File: src/rtl/fwd_pkg.sv
// Shared types and constants for the EX-stage forwarding / hazard controller.
//   FWD_*      : select encodings, ordered to match the 3:1 operand mux inputs
//   pipe_rec_t : shadow record of an instruction held in EX or MEM
//   is_writer  : record will write a non-zero architectural register
package fwd_pkg;

  localparam int unsigned REG_W = 5;

  localparam logic [1:0] FWD_RF = 2'b00;
  localparam logic [1:0] FWD_WB = 2'b01;
  localparam logic [1:0] FWD_EX = 2'b10;

  localparam logic [REG_W-1:0] REG_ZERO = '0;

  typedef struct packed {
    logic             valid;
    logic             regwrite;
    logic             memread;
    logic [REG_W-1:0] dest;
  } pipe_rec_t;

  // Register 0 is hardwired, so it never produces a hazard.
  function automatic logic is_writer(input pipe_rec_t rec);
    return rec.valid & rec.regwrite & (rec.dest != REG_ZERO);
  endfunction

endpackage

File: src/rtl/fwd_match.sv
// Per-operand producer match against the EX and MEM shadow records.
//   src, uses  : source specifier and its read-enable
//   ex_rec     : instruction currently in EX
//   mem_rec    : instruction currently in MEM
//   sel_c      : combinational forwarding select (newest producer wins)
//   load_hit_c : src is produced by a load still in EX (needs a stall)
module fwd_match
  import fwd_pkg::*;
(
  input  logic [REG_W-1:0] src,
  input  logic             uses,
  input  pipe_rec_t        ex_rec,
  input  pipe_rec_t        mem_rec,
  output logic [1:0]       sel_c,
  output logic             load_hit_c
);

  logic ex_hit;
  logic mem_hit;

  // A load in EX has no data yet, so it falls through to the MEM check;
  // the resulting bubble discards that select anyway.
  always_comb begin
    ex_hit     = uses & is_writer(ex_rec) & (src == ex_rec.dest);
    mem_hit    = uses & is_writer(mem_rec) & (src == mem_rec.dest);
    load_hit_c = ex_hit & ex_rec.memread;
    sel_c      = FWD_RF;
    if (ex_hit && !ex_rec.memread) begin
      sel_c = FWD_EX;
    end else if (mem_hit) begin
      sel_c = FWD_WB;
    end
  end

endmodule

File: src/rtl/forward_hazard_ctrl.sv
// Operand forwarding selects and load-use stall control for a 5-stage pipe.
//   Clk, Rst         : clock, synchronous active-high reset
//   id_*             : decode fields of the instruction in ID
//   ex_flush         : taken branch/jump, discard the ID instruction
//   fwd_a_sel/b_sel  : registered EX operand mux selects
//   stall            : combinational, hold PC and IF/ID
//   idex_bubble      : combinational, load a NOP into ID/EX
//   stall_cnt        : number of stalled cycles since reset (wraps)
module forward_hazard_ctrl
  import fwd_pkg::*;
#(
  parameter int unsigned REG_ADDR_W = 5,
  parameter int unsigned CNT_W      = 32
) (
  input  logic                  Clk,
  input  logic                  Rst,
  input  logic [REG_ADDR_W-1:0] id_rs,
  input  logic [REG_ADDR_W-1:0] id_rt,
  input  logic                  id_uses_rs,
  input  logic                  id_uses_rt,
  input  logic [REG_ADDR_W-1:0] id_dest,
  input  logic                  id_regwrite,
  input  logic                  id_memread,
  input  logic                  ex_flush,
  output logic [1:0]            fwd_a_sel,
  output logic [1:0]            fwd_b_sel,
  output logic                  stall,
  output logic                  idex_bubble,
  output logic [CNT_W-1:0]      stall_cnt
);

  pipe_rec_t        ex_rec,    ex_rec_nxt;
  pipe_rec_t        mem_rec,   mem_rec_nxt;
  logic [1:0]       sel_a_c,   sel_b_c;
  logic [1:0]       fwd_a_nxt, fwd_b_nxt;
  logic [CNT_W-1:0] cnt_nxt;
  logic             load_a_c,  load_b_c;

  fwd_match u_match_a (
    .src        (REG_W'(id_rs)),
    .uses       (id_uses_rs),
    .ex_rec     (ex_rec),
    .mem_rec    (mem_rec),
    .sel_c      (sel_a_c),
    .load_hit_c (load_a_c)
  );

  fwd_match u_match_b (
    .src        (REG_W'(id_rt)),
    .uses       (id_uses_rt),
    .ex_rec     (ex_rec),
    .mem_rec    (mem_rec),
    .sel_c      (sel_b_c),
    .load_hit_c (load_b_c)
  );

  // Hazard decision and next-state: flush overrides a load-use stall.
  always_comb begin
    stall       = (load_a_c | load_b_c) & ~ex_flush;
    idex_bubble = stall | ex_flush;

    mem_rec_nxt = ex_rec;
    ex_rec_nxt  = '{valid:    1'b1,
                    regwrite: id_regwrite,
                    memread:  id_memread,
                    dest:     REG_W'(id_dest)};
    fwd_a_nxt   = sel_a_c;
    fwd_b_nxt   = sel_b_c;
    cnt_nxt     = stall_cnt;

    if (idex_bubble) begin
      ex_rec_nxt = '0;
      fwd_a_nxt  = FWD_RF;
      fwd_b_nxt  = FWD_RF;
    end
    if (stall) begin
      cnt_nxt = stall_cnt + CNT_W'(1);
    end
  end

  // State register.
  always_ff @(posedge Clk) begin
    if (Rst) begin
      ex_rec    <= '0;
      mem_rec   <= '0;
      fwd_a_sel <= FWD_RF;
      fwd_b_sel <= FWD_RF;
      stall_cnt <= '0;
    end else begin
      ex_rec    <= ex_rec_nxt;
      mem_rec   <= mem_rec_nxt;
      fwd_a_sel <= fwd_a_nxt;
      fwd_b_sel <= fwd_b_nxt;
      stall_cnt <= cnt_nxt;
    end
  end

endmodule

File: config.mk
export PLATFORM = sky130hd
export DESIGN_NAME = forward_hazard_ctrl
export DESIGN_NICKNAME = d
export VERILOG_FILES = /design/src/rtl/fwd_pkg.sv /design/src/rtl/fwd_match.sv /design/src/rtl/forward_hazard_ctrl.sv
export SDC_FILE = /design/constraint.sdc
export NUM_CORES = 1
export LEC_CHECK = 0
export ABC_AREA = 1
export BUFFER_PORTS_ARGS = -buffer_cell sky130_fd_sc_hd__buf_2
export CAP_MARGIN = 15
export CORE_MARGIN = 1.5
export CORE_UTILIZATION = 35
export DETAILED_ROUTE_END_ITERATION = 10
export GPL_TIMING_DRIVEN = 0
export SLEW_MARGIN = 20
export SYNTH_ARGS = -nofsm -noshare
export SYNTH_HDL_FRONTEND = slang
export SYNTH_HIERARCHICAL = 1
export SYNTH_SLANG_ARGS = --single-unit
File: constraint.sdc
create_clock -name Clk -period 2.5 [get_ports Clk]
set_input_delay 0.375 -clock Clk [delete_from_list [all_inputs] [get_ports Clk]]
set_output_delay 0.375 -clock Clk [all_outputs]
set_load 0.02 [all_outputs]
# Word-level counts from Yosys, hierarchy flattened
# Index checks and enable logic that the tools add are counted.
# Widths: inputs -> output; s select.
[totals]
regBits = 51
input_bits = 22
output_inout_bits = 38
wordCells = 48
[op_classes]
addsub = 1
eq_ne = 4
n_mux = 5
bitwise = 18
reduce_logical = 8
[ops]
columns = ["operator", "n"]
rows = [
  ["$add 32x1->32 const B", 1],
  ["$eq 5x5->1", 4],
  ["$and 1x1->1", 15],
  ["$reduce_bool 5->1", 2],
  ["$mux 8", 1],
  ["$reduce_or 3->1", 2],
  ["$mux 2", 2],
  ["$logic_and 1x1->1", 2],
  ["$mux 1", 2],
  ["$or 1x1->1", 2],
  ["$reduce_or 2->1", 1],
  ["$logic_not 1->1", 1],
  ["$not 1->1", 1],
]

# Longest topological paths before layout
[logic_depth]
ltp_word = 9
depth_mapped = 16
mapped_depth_nobuf = 15

# Hierarchy
# The synthesis kept the hierarchy.
[by_module_without_submodules]
columns = ["mod", "instances", "cells_each", "area_per_inst_um2", "seq_area_each_um2"]
rows = [
  ["forward_hazard_ctrl", 1, 341, 2429.8, 1041.0],
  ["fwd_match", 2, 66, 271.5, 0.0],
]

# Worst setup path after synthesis
# No wires, ideal clock.
[synth_path]
path_type = "register to register"
startpoint = "reg ex_rec[0] (netlist name)"
endpoint = "reg stall_cnt[9]"
setup_time_ps = 119
t_arrival_ps = 1625
t_required_ps = 2381
setup_slack_ps = 756
path_stages_with_launch = 14
n_path_buf = 2
synth_period_minus_slack_ps = 1744
path_cell_list = "dfxtp_1 inv_1 nand2_1 nand3_2 nor2_2 nand3_1 nor2_1 nor2_2 nor2_4 buf_6 buf_6 nand3_1 o21ai_0 a21oi_1"
[synth_via]
elab_chain_cells = 7
word_cells_on_any_way = 12
cone_classes = "eq/ne: 2; bitwise: 9; reduce/logical: 1"
[synth_lines]
columns = ["item", "line", "text"]
rows = [
  ["$reduce_bool 5->1", "fwd_pkg.sv:24", "return rec.valid & rec.regwrite & (rec.dest != REG_ZERO);"],
  ["$and 1x1->1", "fwd_pkg.sv:24", ""],
  ["$and 1x1->1", "fwd_match.sv:24", "ex_hit = uses & is_writer(ex_rec) & (src == ex_rec.dest);"],
  ["$and 1x1->1 *", "fwd_match.sv:24", ""],
  ["$and 1x1->1 *", "fwd_match.sv:26", "load_hit_c = ex_hit & ex_rec.memread;"],
  ["named net load_b_c", "forward_hazard_ctrl.sv:37", "logic load_a_c, load_b_c;"],
  ["$or 1x1->1 *", "forward_hazard_ctrl.sv:59", "stall = (load_a_c | load_b_c) & ~ex_flush;"],
  ["$and 1x1->1 *", "forward_hazard_ctrl.sv:59", ""],
  ["named net stall", "forward_hazard_ctrl.sv:27", "output logic stall,"],
  ["end signal: assignment", "forward_hazard_ctrl.sv:94", "stall_cnt <= cnt_nxt;"],
  ["end: declaration", "forward_hazard_ctrl.sv:29", "output logic [CNT_W-1:0] stall_cnt"],
]
# The timed path passes the listed nets; every way through them passes the cells marked *.
# A chain may end at the register's enable or synchronous reset.

# Final worst setup path
[layout_path]
startpoint = "reg ex_rec[0] (netlist name)"
endpoint = "out stall"
[layout_via]
elab_chain_cells = 7
word_cells_on_any_way = 12
cone_classes = "eq/ne: 2; bitwise: 9; reduce/logical: 1"
[layout_lines]
columns = ["item", "line"]
rows = [
  ["$reduce_bool 5->1", "fwd_pkg.sv:24"],
  ["$and 1x1->1", "fwd_pkg.sv:24"],
  ["$and 1x1->1", "fwd_match.sv:24"],
  ["$and 1x1->1 *", "fwd_match.sv:24"],
  ["$and 1x1->1 *", "fwd_match.sv:26"],
  ["named net load_b_c", "forward_hazard_ctrl.sv:37"],
  ["$or 1x1->1 *", "forward_hazard_ctrl.sv:59"],
  ["$and 1x1->1 *", "forward_hazard_ctrl.sv:59"],
  ["end: declaration", "forward_hazard_ctrl.sv:27"],
]
# Marked as above.

==> results.toml <==
[outcome]
status = "finished, final reports clean"

[drt]
first_pass_iters = 4
drc = 0
antenna_left = 0
drt-total-wl_um = 7060
avgRoutedWirePerCell_um = 11.0
via_per_inst = 4.37
route.vias.total = 2807
drtIter0Drc = 78

[cells_and_area]
final_cell_mix = "nand2_1 (127), nor2_1 (95), inv_1 (82)"
design_area_um2 = 3460
area_growth_pct = 17.6
final_common_cell = "nand2_1"
antenna_cells = 0
nNetsFinal = 559
drive_above_1_share_pct = 21.2

[worst_hold_path]
holdPathStages = 3
hold_end = "ex_rec[2]"
worstHoldStart = "id_dest[2]"
hold_path_class = "primary input to flip-flop"

[die]
start_util_pct = 36.0
die_h_um = 94.7
row_count = 33
coreArea_um2 = 8180
dieArea_um2 = 8970
pin_count = 60
die_width_um = 94.7

[global_routing]
grt_pass1_wl_um = 11800
grt_pass1_vias = 2591
grt_antenna_before_repair = 0
grt_max_degree = 16
grt_usage_pct = 16.7
grt_remaining_overflow = 0

[clock_network]
htree_levels = 2
clkSlewWorstSetupHoldPaths_ps = 90
cts_sinks = 51
clk_latency_ps = 310
cts_hold_buffers = 0
numCtsBuffers = 5
ctsRootBufferMaster = "clkbuf_8"
cts_tree = "built"
clockBufferDepth = 2
post_cts_buffers = 0
post_cts_resize_count = 1

[pwr]
sw_frac_of_total_pct = 25.4
power_density_nw_per_um2 = 409
vdd_drop_max_uv = 223
p_sw_uw = 360
power_leakage_uw = 0.00162
power.internal_uw = 1060
p_seq_share_pct = 58.6
pwr-share-clk_pct = 34.0
total_power_uw = 1420
p_comb_share_pct = 7.4

[timing]
max_freq_mhz = 425
final.setup.worst_slack_ps = 148
fin_skew_ps = 11.9
hold_violations = 0
slew_headroom_pct = 65.1
rsz0062_at_grt = "no"
drv_slew = 0
hold_ws_ps = 270
max_slew.worst_pin.slew_ps = 524
min_period_over_period_pct = 94.1
finalSetupTns_ps = 0
min_period_ps = 2350
setup_viol = 0

[worst_setup_path]
path_cells = "inv_1 -> nand2_1 -> nand3_2 -> nor2_2 -> nand3_1 -> nor2_1 -> nor2_2 -> nor2_4 -> buf_6 -> buf_6 -> buf_2"
worstSetupStartpoint = "ex_rec[0]"
reg2reg_to = "stall_cnt[22]"
max_stage_delay_ps = 400
start_kind = "flip-flop"
worstSetupPathType = "flip-flop to output pin"
reg2reg_from = "ex_rec[0]"
path_max_fanout = 10
crit_path_end_kind = "output pin"
critPathBufInv = 4
rr_worst_depth = 15
path_delay_family = "simple AND/OR/NAND/NOR gates"
crit_required_ps = 2120
r2r_setup_slack_ps = 570
cp_slowest_cell = "dfxtp_4"
cp.arrival_ps = 1980

[synth]
ys_warn_count = 6
synth_area_um2 = 2950
syn_avg_cell_area_um2 = 6.27
syn-instance-count = 470
synth_nets = 493

[place]
gp_congestion = 0.917
port_buffers = 59
post_dp_cell_area_um2 = 3370
hpwl_um = 5450
place_ws_ps = 345

[job]
drv_cap = 0
==> area by class of cell <==
cell class                      count  area [µm²]
Fill cell                         900        4710
Multi-Input combinational cell    326        1550
Sequential cell                    51        1030
Inverter                           86         323
Timing Repair Buffer               59         295
Tap cell                          105         131
Clock buffer                        6        72.6
Buffer                              7        48.8
Clock inverter                      2        12.5
==> through the flow <==
stage,cells,util (%)
final,642,42.4
after global routing,642,42.4
after CTS,642,42.3
after detailed placement,634,41.2
after global placement,634,41.2
after floorplan,470,-
==> how the worst max path moves through the flow <==
stage,to,slack (ps),cells after the start
2_1_floorplan,stall_cnt[9],760,13
3_3_place_gp,stall,360,13
3_5_place_dp,stall,340,11
4_1_cts,stall,40,11
5_1_grt,stall,4,11
6_report,stall,150,11
==> flip-flops by register name (all words and copies together), names as in the netlist <==
name,flops
stall_cnt,32
fwd_a_sel,2
fwd_b_sel,2
mem_rec,7
ex_rec,8
==> tightest hold or removal path: cells and delay by family <==
| family | cells | cell delay (ps) |
|---|---|---|
| buffers and inverters | 2 | 140 |
| AND/OR/NAND/NOR | 1 | 30 |
==> power by group through the flow <==
| stage | sequential, µW | combinational (µW) | clock [µW] |
|---|---|---|---|
| 2_1_floorplan | 847 | 67.3 | 0 |
| 3_3_place_gp | 851 | 103 | 0 |
| 3_5_place_dp | 850 | 105 | 0 |
| 4_1_cts | 832 | 105 | 499 |
| 5_1_grt | 834 | 122 | 533 |
| 6_report | 831 | 105 | 482 |
==> per-layer routing <==
layer	GRT usage, %	vias to the layer above	routed length, µm
met1	21.8	1209	3450
li1	-	1535	-
met4	4.10	0	64
met5	0	-	0
met3	2.66	5	286
met2	28.7	58	3260
Power figures use the tool's default switching activity.
